--- config.mk ---
export PLATFORM = sky130hd
export DESIGN_NAME = axis_axil_write_bridge_flat
export DESIGN_NICKNAME = d
export VERILOG_FILES = /design/src/rtl/axis_axil_write_bridge_pkg.sv /design/src/rtl/axis_axil_write_bridge_if.sv /design/src/rtl/axis_axil_write_bridge_axil_write_channel.sv /design/src/rtl/axis_axil_write_bridge.sv /design/src/flat_wrapper.sv
export SDC_FILE = /design/constraint.sdc
export NUM_CORES = 1
export LEC_CHECK = 0
export BUFFER_PORTS_ARGS = -buffer_cell sky130_fd_sc_hd__buf_2
export CORE_MARGIN = 1.5
export CORE_UTILIZATION = 30
export DETAILED_ROUTE_END_ITERATION = 6
export PLACE_DENSITY = 0.58
export SYNTH_ARGS = -nofsm -noshare
export SYNTH_HDL_FRONTEND = slang
export SYNTH_SLANG_ARGS = --single-unit
--- constraint.sdc ---
create_clock -name clk -period 3 [get_ports clk]
set_input_delay 0.15 -clock clk [delete_from_list [all_inputs] [get_ports clk]]
set_output_delay 0.15 -clock clk [all_outputs]
set_load 0.005 [all_outputs]
--- src/rtl/axis_axil_write_bridge_pkg.sv ---
// -----------------------------------------------------------------------------
// axil_bridge_pkg
// Shared types and constants for the AXI-Stream to AXI-Lite write bridge.
//   state_t     : packet parser states of the top level
//   ch_state_t  : states of the single-write AXI-Lite channel
//   dbg_t       : both FSM states bundled for the debug output
//   sat_inc16   : 16-bit saturating increment used by the status counters
// -----------------------------------------------------------------------------
package axil_bridge_pkg;

  typedef enum logic [2:0] {
    S_ADDR  = 3'd0,
    S_DATA  = 3'd1,
    S_WRITE = 3'd2,
    S_RESP  = 3'd3,
    S_DRAIN = 3'd4
  } state_t;

  typedef enum logic [1:0] {
    CH_IDLE = 2'd0,
    CH_XFER = 2'd1,
    CH_RESP = 2'd2
  } ch_state_t;

  typedef struct packed {
    state_t    state;
    ch_state_t ch_state;
  } dbg_t;

  localparam logic [1:0] AXIL_RESP_OKAY    = 2'b00;
  localparam logic [2:0] AXIL_PROT_DEFAULT = 3'b000;
  localparam logic [3:0] AXIL_STRB_FULL    = 4'hF;

  function automatic logic [15:0] sat_inc16(input logic [15:0] v);
    return (v == 16'hFFFF) ? v : v + 16'd1;
  endfunction

endpackage

--- src/rtl/axis_axil_write_bridge_if.sv ---
// -----------------------------------------------------------------------------
// AXIS_IF
// 32-bit AXI-Stream bundle carrying the command stream into the bridge.
//   tdata[31:0] : payload, first received byte in tdata[7:0]
//   tkeep[3:0]  : byte enables, only 4'hF is a well-formed command word
//   tvalid/tready : a beat transfers on a rising clk edge where both are 1;
//                 the transmitter holds tdata/tkeep/tlast stable while
//                 tvalid=1 and tready=0, and never withdraws tvalid early
//   tlast       : marks the final beat of a packet
// Modports: Transmitter drives the stream, Receiver consumes it.
// -----------------------------------------------------------------------------
interface AXIS_IF;
  logic [31:0] tdata;
  logic [3:0]  tkeep;
  logic        tvalid;
  logic        tready;
  logic        tlast;

  modport Transmitter (output tdata, tkeep, tvalid, tlast, input tready);
  modport Receiver    (input tdata, tkeep, tvalid, tlast, output tready);
endinterface

--- src/rtl/axis_axil_write_bridge_axil_write_channel.sv ---
// -----------------------------------------------------------------------------
// axil_write_channel
// Executes exactly one AXI-Lite write at a time.
//   start_i          : pulse; latches addr_i/data_i and raises AWVALID+WVALID
//                      on the next cycle
//   awaddr_o/awvalid_o/awready_i : AW channel
//   wdata_o/wvalid_o/wready_i    : W channel
//   bresp_i/bvalid_i/bready_o    : B channel
//   issued_o         : both AW and W handshakes complete this cycle
//   done_o/resp_o    : B handshake this cycle, with the slave response
//   state_o          : current channel state for debug
// AW and W complete independently; each valid drops on its own handshake and
// the channel moves on only when both have completed (possibly same cycle).
// -----------------------------------------------------------------------------
module axil_write_channel
  import axil_bridge_pkg::*;
#(
  parameter int ADDR_WIDTH = 32
) (
  input  logic                  clk,
  input  logic                  reset,
  input  logic                  start_i,
  input  logic [ADDR_WIDTH-1:0] addr_i,
  input  logic [31:0]           data_i,
  output logic [ADDR_WIDTH-1:0] awaddr_o,
  output logic                  awvalid_o,
  input  logic                  awready_i,
  output logic [31:0]           wdata_o,
  output logic                  wvalid_o,
  input  logic                  wready_i,
  input  logic [1:0]            bresp_i,
  input  logic                  bvalid_i,
  output logic                  bready_o,
  output logic                  issued_o,
  output logic                  done_o,
  output logic [1:0]            resp_o,
  output ch_state_t             state_o
);

  ch_state_t             state_q, state_d;
  logic                  awvalid_q, awvalid_d;
  logic                  wvalid_q, wvalid_d;
  logic [ADDR_WIDTH-1:0] addr_q, addr_d;
  logic [31:0]           data_q, data_d;

  always_ff @(posedge clk) begin
    if (reset) begin
      state_q   <= CH_IDLE;
      awvalid_q <= 1'b0;
      wvalid_q  <= 1'b0;
      addr_q    <= '0;
      data_q    <= '0;
    end else begin
      state_q   <= state_d;
      awvalid_q <= awvalid_d;
      wvalid_q  <= wvalid_d;
      addr_q    <= addr_d;
      data_q    <= data_d;
    end
  end

  always_comb begin
    state_d   = state_q;
    awvalid_d = awvalid_q;
    wvalid_d  = wvalid_q;
    addr_d    = addr_q;
    data_d    = data_q;
    bready_o  = 1'b0;
    issued_o  = 1'b0;
    done_o    = 1'b0;
    unique case (state_q)
      CH_IDLE: begin
        if (start_i) begin
          awvalid_d = 1'b1;
          wvalid_d  = 1'b1;
          addr_d    = addr_i;
          data_d    = data_i;
          state_d   = CH_XFER;
        end
      end
      CH_XFER: begin
        if (awready_i) awvalid_d = 1'b0;
        if (wready_i)  wvalid_d  = 1'b0;
        // Both sides done (now or earlier): write is fully issued.
        if (!awvalid_d && !wvalid_d) begin
          issued_o = 1'b1;
          state_d  = CH_RESP;
        end
      end
      CH_RESP: begin
        bready_o = 1'b1;
        if (bvalid_i) begin
          done_o  = 1'b1;
          state_d = CH_IDLE;
        end
      end
      default: state_d = CH_IDLE;
    endcase
  end

  assign awaddr_o  = addr_q;
  assign awvalid_o = awvalid_q;
  assign wdata_o   = data_q;
  assign wvalid_o  = wvalid_q;
  assign resp_o    = bresp_i;
  assign state_o   = state_q;

endmodule

--- src/rtl/axis_axil_write_bridge.sv ---
// -----------------------------------------------------------------------------
// axis_axil_write_bridge
// Turns packets of (address word, data word) pairs arriving on a 32-bit
// AXI-Stream into AXI-Lite register writes, one outstanding write at a time,
// and reports per-packet completion/error status.
// Ports:
//   clk, reset        : clock, synchronous active-high reset
//   in_axis_if        : command stream (AXIS_IF.Receiver)
//   m_axil_aw*/w*/b*  : AXI-Lite write master (awprot 0, wstrb F constant)
//   pkt_done          : one-cycle pulse at the end of every packet
//   pkt_error         : packet had a malformed word, overflow or bad bresp
//   pkt_write_count   : writes completed in the packet
//   stat_packets/stat_writes/stat_errors : 16-bit saturating counters
//   dbg_o             : parser and channel FSM states
// Build option: define AXIS_AXIL_WRITE_BRIDGE_STATUS_EN to implement the
// status counters; otherwise they read 0 and no counter flops exist.
// -----------------------------------------------------------------------------
module axis_axil_write_bridge
  import axil_bridge_pkg::*;
#(
  parameter int ADDR_WIDTH = 32,
  parameter int MAX_WRITES = 255
) (
  input  logic                  clk,
  input  logic                  reset,
  AXIS_IF.Receiver              in_axis_if,
  output logic [ADDR_WIDTH-1:0] m_axil_awaddr,
  output logic [2:0]            m_axil_awprot,
  output logic                  m_axil_awvalid,
  input  logic                  m_axil_awready,
  output logic [31:0]           m_axil_wdata,
  output logic [3:0]            m_axil_wstrb,
  output logic                  m_axil_wvalid,
  input  logic                  m_axil_wready,
  input  logic [1:0]            m_axil_bresp,
  input  logic                  m_axil_bvalid,
  output logic                  m_axil_bready,
  output logic                  pkt_done,
  output logic                  pkt_error,
  output logic [7:0]            pkt_write_count,
  output logic [15:0]           stat_packets,
  output logic [15:0]           stat_writes,
  output logic [15:0]           stat_errors,
  output dbg_t                  dbg_o
);

  localparam logic [7:0] MAX_W8 = 8'(MAX_WRITES);

  state_t                state_q, state_d;
  logic                  err_q, err_d;
  logic [7:0]            cnt_q, cnt_d;
  logic                  last_q, last_d;
  logic [ADDR_WIDTH-1:0] addr_q, addr_d;
  logic                  pkt_done_q, pkt_done_d;
  logic                  pkt_error_q, pkt_error_d;
  logic [7:0]            pkt_count_q, pkt_count_d;

  logic      tready_c;
  logic      beat;
  logic      well_formed;
  logic      finish;
  logic      ch_start;
  logic      ch_issued;
  logic      ch_done;
  logic [1:0] ch_resp;
  ch_state_t ch_state;

  assign beat        = in_axis_if.tvalid && in_axis_if.tready;
  assign well_formed = (in_axis_if.tkeep == 4'hF);

  // Parser state register.
  always_ff @(posedge clk) begin
    if (reset) begin
      state_q     <= S_ADDR;
      err_q       <= 1'b0;
      cnt_q       <= '0;
      last_q      <= 1'b0;
      addr_q      <= '0;
      pkt_done_q  <= 1'b0;
      pkt_error_q <= 1'b0;
      pkt_count_q <= '0;
    end else begin
      state_q     <= state_d;
      err_q       <= err_d;
      cnt_q       <= cnt_d;
      last_q      <= last_d;
      addr_q      <= addr_d;
      pkt_done_q  <= pkt_done_d;
      pkt_error_q <= pkt_error_d;
      pkt_count_q <= pkt_count_d;
    end
  end

  // Parser next state. "finish" closes the packet using the updated
  // error/count values of this same cycle.
  always_comb begin
    state_d     = state_q;
    err_d       = err_q;
    cnt_d       = cnt_q;
    last_d      = last_q;
    addr_d      = addr_q;
    pkt_done_d  = 1'b0;
    pkt_error_d = pkt_error_q;
    pkt_count_d = pkt_count_q;
    tready_c    = 1'b0;
    ch_start    = 1'b0;
    finish      = 1'b0;
    unique case (state_q)
      S_ADDR: begin
        tready_c = 1'b1;
        if (beat) begin
          if (!well_formed) begin
            err_d = 1'b1;
            if (in_axis_if.tlast) finish = 1'b1;
            else                  state_d = S_DRAIN;
          end else if (in_axis_if.tlast) begin
            // Address word with no data word behind it.
            err_d  = 1'b1;
            finish = 1'b1;
          end else begin
            addr_d  = in_axis_if.tdata[ADDR_WIDTH-1:0];
            state_d = S_DATA;
          end
        end
      end
      S_DATA: begin
        tready_c = 1'b1;
        if (beat) begin
          if (!well_formed) begin
            err_d = 1'b1;
            if (in_axis_if.tlast) finish = 1'b1;
            else                  state_d = S_DRAIN;
          end else begin
            last_d = in_axis_if.tlast;
            if (cnt_q == MAX_W8) begin
              // Write budget exhausted: skip this pair.
              err_d = 1'b1;
              if (in_axis_if.tlast) finish = 1'b1;
              else                  state_d = S_DRAIN;
            end else begin
              ch_start = 1'b1;
              state_d  = S_WRITE;
            end
          end
        end
      end
      S_WRITE: begin
        if (ch_issued) state_d = S_RESP;
      end
      S_RESP: begin
        if (ch_done) begin
          if (cnt_q != MAX_W8) cnt_d = cnt_q + 8'd1;
          if (ch_resp != AXIL_RESP_OKAY) err_d = 1'b1;
          if (last_q) finish = 1'b1;
          else        state_d = S_ADDR;
        end
      end
      S_DRAIN: begin
        tready_c = 1'b1;
        if (beat && in_axis_if.tlast) finish = 1'b1;
      end
      default: state_d = S_ADDR;
    endcase

    if (finish) begin
      pkt_done_d  = 1'b1;
      pkt_error_d = err_d;
      pkt_count_d = cnt_d;
      err_d       = 1'b0;
      cnt_d       = '0;
      last_d      = 1'b0;
      state_d     = S_ADDR;
    end
  end

  // tready is held low while reset is asserted, even though the parser
  // state is S_ADDR during that time.
  assign in_axis_if.tready = tready_c && !reset;

  axil_write_channel #(
    .ADDR_WIDTH(ADDR_WIDTH)
  ) u_channel (
    .clk       (clk),
    .reset     (reset),
    .start_i   (ch_start),
    .addr_i    (addr_q),
    .data_i    (in_axis_if.tdata),
    .awaddr_o  (m_axil_awaddr),
    .awvalid_o (m_axil_awvalid),
    .awready_i (m_axil_awready),
    .wdata_o   (m_axil_wdata),
    .wvalid_o  (m_axil_wvalid),
    .wready_i  (m_axil_wready),
    .bresp_i   (m_axil_bresp),
    .bvalid_i  (m_axil_bvalid),
    .bready_o  (m_axil_bready),
    .issued_o  (ch_issued),
    .done_o    (ch_done),
    .resp_o    (ch_resp),
    .state_o   (ch_state)
  );

  assign m_axil_awprot   = AXIL_PROT_DEFAULT;
  assign m_axil_wstrb    = AXIL_STRB_FULL;
  assign pkt_done        = pkt_done_q;
  assign pkt_error       = pkt_error_q;
  assign pkt_write_count = pkt_count_q;
  assign dbg_o.state     = state_q;
  assign dbg_o.ch_state  = ch_state;

`ifdef AXIS_AXIL_WRITE_BRIDGE_STATUS_EN
  logic [15:0] stat_packets_q;
  logic [15:0] stat_writes_q;
  logic [15:0] stat_errors_q;

  always_ff @(posedge clk) begin
    if (reset) begin
      stat_packets_q <= '0;
      stat_writes_q  <= '0;
      stat_errors_q  <= '0;
    end else begin
      if (pkt_done_q)                stat_packets_q <= sat_inc16(stat_packets_q);
      if (ch_done)                   stat_writes_q  <= sat_inc16(stat_writes_q);
      if (pkt_done_q && pkt_error_q) stat_errors_q  <= sat_inc16(stat_errors_q);
    end
  end

  assign stat_packets = stat_packets_q;
  assign stat_writes  = stat_writes_q;
  assign stat_errors  = stat_errors_q;
`else
  assign stat_packets = '0;
  assign stat_writes  = '0;
  assign stat_errors  = '0;
`endif

endmodule

--- src/flat_wrapper.sv ---
// flat-port wrapper written by rule: the top's interface ports become plain ports
module axis_axil_write_bridge_flat import axil_bridge_pkg::*;
#(
  parameter int ADDR_WIDTH = 32,
  parameter int MAX_WRITES = 255
)
  (clk, reset, m_axil_awaddr, m_axil_awprot, m_axil_awvalid, m_axil_awready, m_axil_wdata, m_axil_wstrb, m_axil_wvalid, m_axil_wready, m_axil_bresp, m_axil_bvalid, m_axil_bready, pkt_done, pkt_error, pkt_write_count, stat_packets, stat_writes, stat_errors, dbg_o, in_axis_if_tdata, in_axis_if_tkeep, in_axis_if_tvalid, in_axis_if_tlast, in_axis_if_tready);
  AXIS_IF in_axis_if_i ();
  input  logic clk;
  input  logic reset;
  output logic [ADDR_WIDTH-1:0] m_axil_awaddr;
  output logic [2:0] m_axil_awprot;
  output logic m_axil_awvalid;
  input  logic m_axil_awready;
  output logic [31:0] m_axil_wdata;
  output logic [3:0] m_axil_wstrb;
  output logic m_axil_wvalid;
  input  logic m_axil_wready;
  input  logic [1:0] m_axil_bresp;
  input  logic m_axil_bvalid;
  output logic m_axil_bready;
  output logic pkt_done;
  output logic pkt_error;
  output logic [7:0] pkt_write_count;
  output logic [15:0] stat_packets;
  output logic [15:0] stat_writes;
  output logic [15:0] stat_errors;
  output dbg_t dbg_o;
  input wire logic [$bits(in_axis_if_i.tdata)-1:0] in_axis_if_tdata;
  input wire logic [$bits(in_axis_if_i.tkeep)-1:0] in_axis_if_tkeep;
  input wire logic [$bits(in_axis_if_i.tvalid)-1:0] in_axis_if_tvalid;
  input wire logic [$bits(in_axis_if_i.tlast)-1:0] in_axis_if_tlast;
  output wire logic [$bits(in_axis_if_i.tready)-1:0] in_axis_if_tready;
  assign in_axis_if_i.tdata = in_axis_if_tdata;
  assign in_axis_if_i.tkeep = in_axis_if_tkeep;
  assign in_axis_if_i.tvalid = in_axis_if_tvalid;
  assign in_axis_if_i.tlast = in_axis_if_tlast;
  assign in_axis_if_tready = in_axis_if_i.tready;
  axis_axil_write_bridge #(.ADDR_WIDTH(ADDR_WIDTH), .MAX_WRITES(MAX_WRITES)) u_core (.clk(clk), .reset(reset), .in_axis_if(in_axis_if_i), .m_axil_awaddr(m_axil_awaddr), .m_axil_awprot(m_axil_awprot), .m_axil_awvalid(m_axil_awvalid), .m_axil_awready(m_axil_awready), .m_axil_wdata(m_axil_wdata), .m_axil_wstrb(m_axil_wstrb), .m_axil_wvalid(m_axil_wvalid), .m_axil_wready(m_axil_wready), .m_axil_bresp(m_axil_bresp), .m_axil_bvalid(m_axil_bvalid), .m_axil_bready(m_axil_bready), .pkt_done(pkt_done), .pkt_error(pkt_error), .pkt_write_count(pkt_write_count), .stat_packets(stat_packets), .stat_writes(stat_writes), .stat_errors(stat_errors), .dbg_o(dbg_o));
endmodule
# Word-level counts from Yosys, hierarchy flattened
# Cells that the tools add are included.
dict set report op_classes {
  addsub 1
  mul 0
  div 0
  n_lt_le_gt_ge 0
  eq_ne 18
  n_shift 0
  muxes 54
  bitwise 2
  reduce_logical 19
}
# op n
set ops {}
lappend ops {{$mux W1} 32}
lappend ops {{$mux W3} 10}
lappend ops {{$mux W8} 3}
lappend ops {{$pmux W3 S5} 1}
lappend ops {{$ne A2 B1 Y1 const B} 5}
lappend ops {{$add A8 B1 Y8 const B} 1}
lappend ops {{$eq A8 B8 Y1 const B} 1}
lappend ops {{$ne A8 B8 Y1 const B} 1}
lappend ops {{$reduce_and A7 Y1} 1}
lappend ops {{$eq A3 B2 Y1 const B} 2}
lappend ops {{$mux W2} 3}
lappend ops {{$ne A2 B2 Y1 const B} 3}
lappend ops {{$pmux W2 S3} 1}
lappend ops {{$reduce_and A3 Y1} 2}
lappend ops {{$eq A4 B4 Y1 const B} 1}
lappend ops {{$logic_and A1 B1 Y1} 4}
lappend ops {{$pmux W1 S2} 2}
lappend ops {{$pmux W1 S4} 1}
lappend ops {{$reduce_and A2 Y1} 2}
lappend ops {{$reduce_and A4 Y1} 1}
lappend ops {{$reduce_bool A2 Y1} 2}
lappend ops {{$eq A3 B1 Y1 const B} 1}
lappend ops {{$eq A3 B3 Y1 const B} 1}
lappend ops {{$logic_not A1 Y1} 3}
lappend ops {{9 further kinds} 10}
dict set report word_totals {
  register_bits 123
  latch_bits 0
  ram_bits 0
  mem_bits_ro 0
  in_bits 45
  word_cells 107
  n_memories 0
}

# Logic depth before layout (Yosys ltp)
# Gate-level depths: netlist of run 1.
dict set report logic_depth {
  depth_word 9
  mapped_depth 9
  depth_no_buf 6
}

# Cells and area by module
# Synthesis of run 1 repeated with hierarchy kept, for this count alone.
dict set report hier_totals {
  hier_cells 642
  area_unflattened_um2 5191.2
}
# module instances cells_per_inst area_each_um2
set modules_own_cells {}
lappend modules_own_cells {axis_axil_write_bridge 1 336 2707.6}
lappend modules_own_cells {axil_write_channel 1 306 2483.6}

# Worst setup path after synthesis of run 1
# OpenSTA, ideal clock, no wires.
dict set report synth_path {
  path_kind {register -> register}
  startpoint {reg u_core.cnt_q[0]}
  endpoint {reg u_core.u_channel.addr_q[14] (netlist: u_core.u_channel.awaddr_o[14])}
  setup_ns 0.132
  arrival_ns 1.872
  path_slack_ns 0.995
  stages_incl_launch_ff 10
  n_path_buf 3
  synth_period_minus_slack_ns 2.005
  cell_sequence {dfxtp_1 ha_1 and4_1 a21oi_2 or4b_1 clkbuf_1 buf_6 buf_6 nand2_1 a21oi_1}
}
dict set report synth_via {
  elab_chain_cells 6
}
# item line_no
set synth_rtl {}
lappend synth_rtl {{start: declaration} axis_axil_write_bridge.sv:51} ;# logic [7:0] cnt_q, cnt_d;
lappend synth_rtl {{start signal: assignment} axis_axil_write_bridge.sv:85} ;# cnt_q <= cnt_d;
lappend synth_rtl {{$eq A8 B8 Y1} axis_axil_write_bridge.sv:135} ;# if (cnt_q == MAX_W8) begin
lappend synth_rtl {{$mux W1} axis_axil_write_bridge.sv:135}
lappend synth_rtl {{$mux W1} axis_axil_write_bridge.sv:129} ;# if (!well_formed) begin
lappend synth_rtl {{$mux W1} axis_axil_write_bridge.sv:128} ;# if (beat) begin
lappend synth_rtl {{$mux W1} axis_axil_write_bridge.sv:108} ;# unique case (state_q)
lappend synth_rtl {{$reduce_and A2 Y1 (no line)} --}
lappend synth_rtl {{end signal: assignment} axis_axil_write_bridge_axil_write_channel.sv:57} ;# addr_q <= addr_d;
lappend synth_rtl {{end: declaration} axis_axil_write_bridge_axil_write_channel.sv:43} ;# logic [ADDR_WIDTH-1:0] addr_q, addr_d;
# Every way passes these cells.
# A chain may end at the register's enable or synchronous reset.

# Worst setup path in the final report of run 1
dict set report layout_path {
  startpoint {reg u_core.cnt_q[0]}
  endpoint {reg u_core.u_channel.data_q[8] (netlist: u_core.u_channel.wdata_o[8])}
}
dict set report layout_via {
  elab_chain_cells 6
}
# item line_no
set layout_rtl {}
lappend layout_rtl {{$eq A8 B8 Y1} axis_axil_write_bridge.sv:135}
lappend layout_rtl {{$mux W1} axis_axil_write_bridge.sv:135}
lappend layout_rtl {{$mux W1} axis_axil_write_bridge.sv:129}
lappend layout_rtl {{$mux W1} axis_axil_write_bridge.sv:128}
lappend layout_rtl {{$mux W1} axis_axil_write_bridge.sv:108}
lappend layout_rtl {{$reduce_and A2 Y1 (no line)} --}
lappend layout_rtl {{end signal: assignment} axis_axil_write_bridge_axil_write_channel.sv:58} ;# data_q <= data_d;
lappend layout_rtl {{end: declaration} axis_axil_write_bridge_axil_write_channel.sv:44} ;# logic [31:0] data_q, data_d;
# Every way passes these cells.

==> flow_summary.toml, run 1 <==
[status]
status = "finished clean"

[placement]
port_buffers = 127
place_area_sq_mm = 0.00556
numPlacedInstances = 924
post-place-ws_ns = 0.574
place.gp.congestion = 0.752
hpwl_after_dpl_microns = 7540

[synthesis]
synth_cells = 615
synth_top_area_cell = "dfxtp_1"
distinct_cell_type_count_of_the_synthesized_netlist = 46
synth-seq-cells = 123
ys.flop_type = "dfxtp_1"
yosysWarningCount = 0
synth-edff-count = 0
async_flop_share = 0
ys_top_cells_by_area = "dfxtp_1, nand2_1, a21oi_1"
synth.cell_area_sq_mm = 0.00499
synth.avg_cell_area_sq_um = 8.11
synth_top_cell_area_share = 0.494
synth_seq_area_share = 0.494

[clocking]
cts_num_sinks = 123
clkSlewWorstSetupHoldPaths_ns = 0.06
tritoncts_clock_tree = "done"
cts.repair_timing.setup_buffer_count = 0
cts_buffer_count = 17
h-tree-depth = 4
cts_root_buf = "clkbuf_16"
insertion_delay_ns = 0.41
ctsLongestPathBuffers = 2

[min_path]
worstHoldPathCells = 4
hold_path_startpoint = "m_axil_wready"
holdPathEnd = "u_core.u_channel.wvalid_o$_SDFFE_PP0P_"
hold_path_class = "in2reg"

[die]
floorplan.io_pins = 183
start_util = 0.311
die_y_microns = 132
floorplan.core_area_sq_mm = 0.0161
die_w_microns = 132
die-area_sq_mm = 0.0174
rows = 46

[drt]
drtPass1Iterations = 4
topRoutingLayerUsed = "met4"
drc_viols = 0
avgViaCountPerCell = 4.36
antenna_left = 0
drt_iter0_markers = 167
detailed_route_wire_length_on_metal_1_microns = 5700
route.vias.total = 4304
totalWireLength_microns = 12200
detailroute.wirelength.met2_microns = 5710
routed-wl-met3_microns = 579
drt-wirelength-per-cell_microns = 12.3

[worst_setup_path]
critPathMaxStageDelay_ns = 0.60
worst-setup-path-type = "reg2reg"
critical_path.endpoint_type = "register"
worst_r2r_path_depth = 7
ff2ff_setup_slack_ns = 0.58
crit_required_ns = 3.23
crit_start = "u_core.cnt_q[0]$_SDFF_PP0_"
launching_point_of_the_worst_reg2reg_path = "u_core.cnt_q[0]$_SDFF_PP0_"
timing.critical_path.from_type = "register"
critical_path_arrival_ns = 2.66
end_of_the_worst_register_to_register_path = "u_core.u_channel.wdata_o[8]$_SDFFE_PP0P_"
timing.critical_path.cells = "ha_1, and4_1, a21oi_2, or4b_2, buf_4, nand2_1, a21oi_1"
cp_slowest_cell = "or4b_2"
critical_path_peak_fanout = 67

[layout]
post_route_cells_drive_above_1_share = 0.224
n_fill_cell = 1688
layout.cells.non_filler = 988
syn_to_final_growth_pct = 30.8
antenna_cell_count = 0
finalNetCount = 805
design_area_sq_mm = 0.00652

[grt]
track_usage = 0.139
grt_pass1_vias = 3796
antenna_found_initial = 0
grt_start_max_net_pins = 105
grt_pass1_wl_microns = 19300
grt_overflow_total = 0

[timing]
timing_worst_slew_pin_value_ns = 1.13
finClkSkew_ns = 0.00768
totalNegativeSetupSlack_ns = 0
hold_violations = 0
finalCritPeriodShare = 0.807
timing.max_slew.rel_slack = 0.244
drv_slew = 0
total_setup_violations_reported_at_the_end_of_the_flow = 0
fin_crit_ns = 2.42
worst_slack_ns = 0.579
fmax_mhz = 413
setup_repair_after_global_routing_missed_its_margin = "false"

[power_and_ir_drop]
finalPower_uw = 4010
irDropWorstVdd_mv = 0.347
p_leak_uw = 0.00266
power-per-cell-area_mw_per_mm2 = 614

[flow_run]
max-cap-violations = 0
## cell type report
class / count / area (sq um) / area share
Clock buffer: 20 / 457 / 0.0700
Tap cell: 216 / 270 / 0.0414
Clock inverter: 12 / 184 / 0.0282
Timing Repair Buffer: 166 / 1020 / 0.157
Multi-Input combinational cell: 444 / 2100 / 0.322
Sequential cell: 123 / 2460 / 0.377
Inverter: 7 / 26.3 / 0.00403
## worst max-delay path by stage
stage / to / slack, ns / cells past startpoint
5_1_grt: u_core.u_channel.wdata_o[15]$_SDFFE_PP0P_ / 0.40 / 7
2_1_floorplan: u_core.u_channel.awaddr_o[14]$_SDFFE_PP0P_ / 1.0 / 9
6_report: u_core.u_channel.wdata_o[8]$_SDFFE_PP0P_ / 0.58 / 7
3_5_place_dp: u_core.u_channel.awaddr_o[17]$_SDFFE_PP0P_ / 0.57 / 7
4_1_cts: u_core.u_channel.awaddr_o[17]$_SDFFE_PP0P_ / 0.56 / 7
3_3_place_gp: u_core.u_channel.awaddr_o[20]$_SDFFE_PP0P_ / 0.60 / 7
## power by group
group	internal, uW	switching, uW
clock	1440	770
sequential	1640	3.81
combinational	64.9	84.9
## synth_stat cells (all sizes together) (3+ instances only)
library cell  number
xor2               4
o2bb2ai            9
nor2              14
nand4              6
clkbuf            25
inv                7
a21oi            104
mux2i              4
nand2b             3
nand2            203
a211oi             3
dfxtp            123
buf               69
nor2b              5
## flip-flops by register name, indices dropped and copies added, names as in the netlist
name,count
u_core.addr_q,32
u_core.u_channel.awaddr_o,32
u_core.u_channel.wdata_o,32
u_core.cnt_q,8
u_core.pkt_write_count,8
u_core.state_q,3
u_core.u_channel.state_o,2
u_core.err_q,1
u_core.last_q,1
u_core.pkt_done,1
u_core.pkt_error,1
u_core.u_channel.awvalid_o,1
u_core.u_channel.wvalid_o,1
## repair_timing
action | CTS | global route
resized for setup | 0 | 0
hold endpoints to repair | 60 | 0
hold buffers | 32 | 0
## placed cells by master, fill, tap and decap left out, types with 3 or more instances in the layout
cell type      synthesis  layout
nand2_1              203     203
buf_2                  9     126
dfxtp_1              123     123
a21oi_1              103     103
conb_1                 2      55
dlygate4sd3_1          0      32
clkbuf_16              0      17
nor2_1                14      14
o2bb2ai_1              9       9
inv_1                  7       7
buf_4                 55       7
nand4_1                6       6
nor2b_1                5       5
mux2i_1                4       4
xor2_1                 4       4
bufinv_16              0       4
nand2b_1               3       3
inv_6                  0       3
## per-layer routing
| metal | global-route usage | up-vias |
|---|---|---|
| met5 | 0 | - |
| met3 | 0.0431 | 14 |
| met4 | 0.0556 | 0 |
| li1 | - | 2201 |
| met1 | 0.177 | 1972 |
| met2 | 0.219 | 117 |
## cells by family after synthesis
kind of cell / share of synthesized area
simple gates: 0.213
compound gates: 0.145
flops: 0.494
buf+inv: 0.127
xor+xnor: 0.00878
mux: 0.00803
other cells: 0.00151
fa+ha+maj: 0.00251
## worst max-delay path: cells and delay by family, from the launching register on
family	cells	cell delay [ns]
buffers and inverters	1	0.38
AOI/OAI and AO/OA	2	0.31
DFF	1	0.32
and+or+nand+nor	3	0.98
adders and majority gates	1	0.25
## metrics by stage
stage | util | hold slack, ns
2_1_floorplan | - | 0.286
3_3_place_gp | 0.346 | 0.411
3_5_place_dp | 0.346 | 0.407
4_1_cts | 0.406 | 0.0319
5_1_grt | 0.406 | 0.0534
6_report | 0.406 | 0.0609
Note: power is estimated with default switching activity, not from simulation.
==> run 2: changes to the inputs <==
==> constraint.sdc (replaced) <==
create_clock -name clk -period 2.3 [get_ports clk]
set_input_delay 0.115 -clock clk [delete_from_list [all_inputs] [get_ports clk]]
set_output_delay 0.115 -clock clk [all_outputs]
set_load 0.005 [all_outputs]
==> run 2 against run 1 <==
Via count rose by 1.2%; highest routed layer unchanged; largest cell class unchanged; final cell count is 0.81% higher; register-to-register slack got worse by 0.47 ns.
==> flow_summary.toml, run 2 (synthesis gave the netlist of run 1 again) <==
[status]
status = "finished clean"

[clocking]
h-tree-depth = 4
clkSlewWorstSetupHoldPaths_ns = 0.06
cts_root_buf = "clkbuf_16"
ctsLongestPathBuffers = 2
cts_num_sinks = 123
tritoncts_clock_tree = "done"
cts.repair_timing.setup_buffer_count = 0
cts_buffer_count = 17
insertion_delay_ns = 0.42

[placement]
post-place-ws_ns = 0.161
hpwl_after_dpl_microns = 7610
port_buffers = 127
place.gp.congestion = 0.775
place_area_sq_mm = 0.00562

[timing]
total_setup_violations_reported_at_the_end_of_the_flow = 0
timing.max_slew.rel_slack = 0.252
totalNegativeSetupSlack_ns = 0
finClkSkew_ns = 0.0136
setup_repair_after_global_routing_missed_its_margin = "false"
fin_crit_ns = 2.19
hold_violations = 0
fmax_mhz = 457
drv_slew = 0
worst_slack_ns = 0.112
finalCritPeriodShare = 0.952
timing_worst_slew_pin_value_ns = 1.12

[power_and_ir_drop]
power.switching_fraction = 0.214
p_leak_uw = 0.00271
irDropWorstVdd_mv = 0.481
netSwitchingPower_uw = 1120
internal_power_uw = 4110
power-per-cell-area_mw_per_mm2 = 790
power_frac_clock = 0.551
power_frac_comb = 0.040
finalPower_uw = 5220
sequentialPowerShare = 0.410

[layout]
n_fill_cell = 1666
layout_commonest_cell = "nand2_1"
syn_to_final_growth_pct = 32.5
finalNetCount = 814
final_util = 0.412
design_area_sq_mm = 0.00661
layout_common_cells = "nand2_1, buf_2, dfxtp_1"
post_route_cells_drive_above_1_share = 0.229
antenna_cell_count = 0

[min_path]
holdPathEnd = "u_core.u_channel.state_o[1]$_SDFFE_PP0P_"
worstHoldPathCells = 4
hold_path_startpoint = "m_axil_bvalid"
hold_path_class = "in2reg"

[grt]
grt_overflow_total = 0
grt_pass1_vias = 3998
grt_pass1_wl_microns = 20100
antenna_found_initial = 0
grt_start_max_net_pins = 103
track_usage = 0.144

[worst_setup_path]
critical_path_arrival_ns = 2.42
crit_required_ns = 2.54
ff2ff_setup_slack_ns = 0.11
end_of_the_worst_register_to_register_path = "u_core.u_channel.awaddr_o[25]$_SDFFE_PP0P_"
launching_point_of_the_worst_reg2reg_path = "u_core.cnt_q[0]$_SDFF_PP0_"
critical_path_peak_fanout = 67
critical_path.endpoint_type = "register"
cp_slowest_cell = "or4b_2"
dominant_delay_contributor_by_cell_family_on_the_critical_path = "simple AND/OR/NAND/NOR gates"
worst_r2r_path_depth = 7
timing.critical_path.from_type = "register"
worstPathBufferInverterCount = 1
critPathMaxStageDelay_ns = 0.65
worst-setup-path-type = "reg2reg"
timing.critical_path.cells = "ha_1, and4_1, a21oi_2, or4b_2, buf_12, nand2_1, a21oi_1"

[die]
floorplan.core_area_sq_mm = 0.0161
die_y_microns = 132
die-area_sq_mm = 0.0174
floorplan.io_pins = 183
die_w_microns = 132
start_util = 0.311
rows = 46

[flow_run]
max-cap-violations = 0

[drt]
drc_viols = 0
drtPass1Iterations = 4
totalWireLength_microns = 12400
avgViaCountPerCell = 4.37
drt_iter0_markers = 203
route.vias.total = 4354
antenna_left = 0
drt-wirelength-per-cell_microns = 12.5
run 2: changes by cell type in the layout (fill, tap and decap cells not counted):
| cell | change |
|---|---|
| dlygate4sd3_1 | +3 |
| clkbuf_1 | -1 |
| buf_12 | +1 |
| buf_4 | +5 |
| clkinvlp_4 | -1 |
| inv_6 | +1 |
run 2: repair_timing:
action / 4_1_cts / 5_1_grt
hold buffers: 35 / 0
hold endpoints to repair: 67 / 0
resized for setup: 0 / 0
run 2: power by group through the flow:
stage	Sequential (uW)	Clock, uW	Combinational, uW
3_5_place_dp	2190	0	159
6_report	2140	2880	206
3_3_place_gp	2190	0	161
2_1_floorplan	2190	0	147
4_1_cts	2140	2960	205
5_1_grt	2140	3060	230
run 2: worst max path at each step:
stage                          startpoint                                          to  slack (ns)  cells after the start
5_1_grt        u_core.cnt_q[0]$_SDFF_PP0_    u_core.u_channel.wdata_o[4]$_SDFFE_PP0P_        0.04                      7
2_1_floorplan  u_core.cnt_q[0]$_SDFF_PP0_  u_core.u_channel.awaddr_o[14]$_SDFFE_PP0P_        0.30                      9
6_report       u_core.cnt_q[0]$_SDFF_PP0_  u_core.u_channel.awaddr_o[25]$_SDFFE_PP0P_        0.11                      7
3_3_place_gp   u_core.cnt_q[0]$_SDFF_PP0_    u_core.u_channel.wdata_o[8]$_SDFFE_PP0P_        0.19                      7
4_1_cts        u_core.cnt_q[0]$_SDFF_PP0_  u_core.u_channel.awaddr_o[25]$_SDFFE_PP0P_        0.14                      7
3_5_place_dp   u_core.cnt_q[0]$_SDFF_PP0_    u_core.u_channel.wdata_o[5]$_SDFFE_PP0P_        0.16                      7
run 2: per-stage QoR:
step | hold WS (ns) | cells
final | 0.0153 | 996
after global routing | 0.0706 | 996
after CTS | 0.00176 | 996
after detailed placement | 0.346 | 930
after global placement | 0.344 | 930
after floorplan | 0.251 | 668
run 2: final cells by class:
class	instances	area [sq um]	share of cell area
flip-flops and latches	123	2460	0.373
clock inverters	12	185	0.0280
inverters	7	26.3	0.00398
multi-input cells	444	2100	0.318
well taps	216	270	0.0409
clock buffers	19	453	0.0685
repair buffers	175	1110	0.168
run 2: worst register-to-register path: cells and delay by family, from the launching register on:
family                   cells  cell delay (ns)
AND/OR/NAND/NOR              3             1.03
flip-flops                   1             0.32
AO/OA/AOI/OAI                2             0.24
buffers and inverters        1             0.23
adder cells (fa/ha/maj)      1             0.21
run 2: per-layer routing:
metal  global-route usage  vias to the layer above  part of all wire
met3               0.0461                       17             0.051
met1                0.175                     1986              0.45
met4               0.0685                        0             0.021
met5                    0                        -                 0
met2                0.231                      130              0.48
li1                     -                     2221                 -
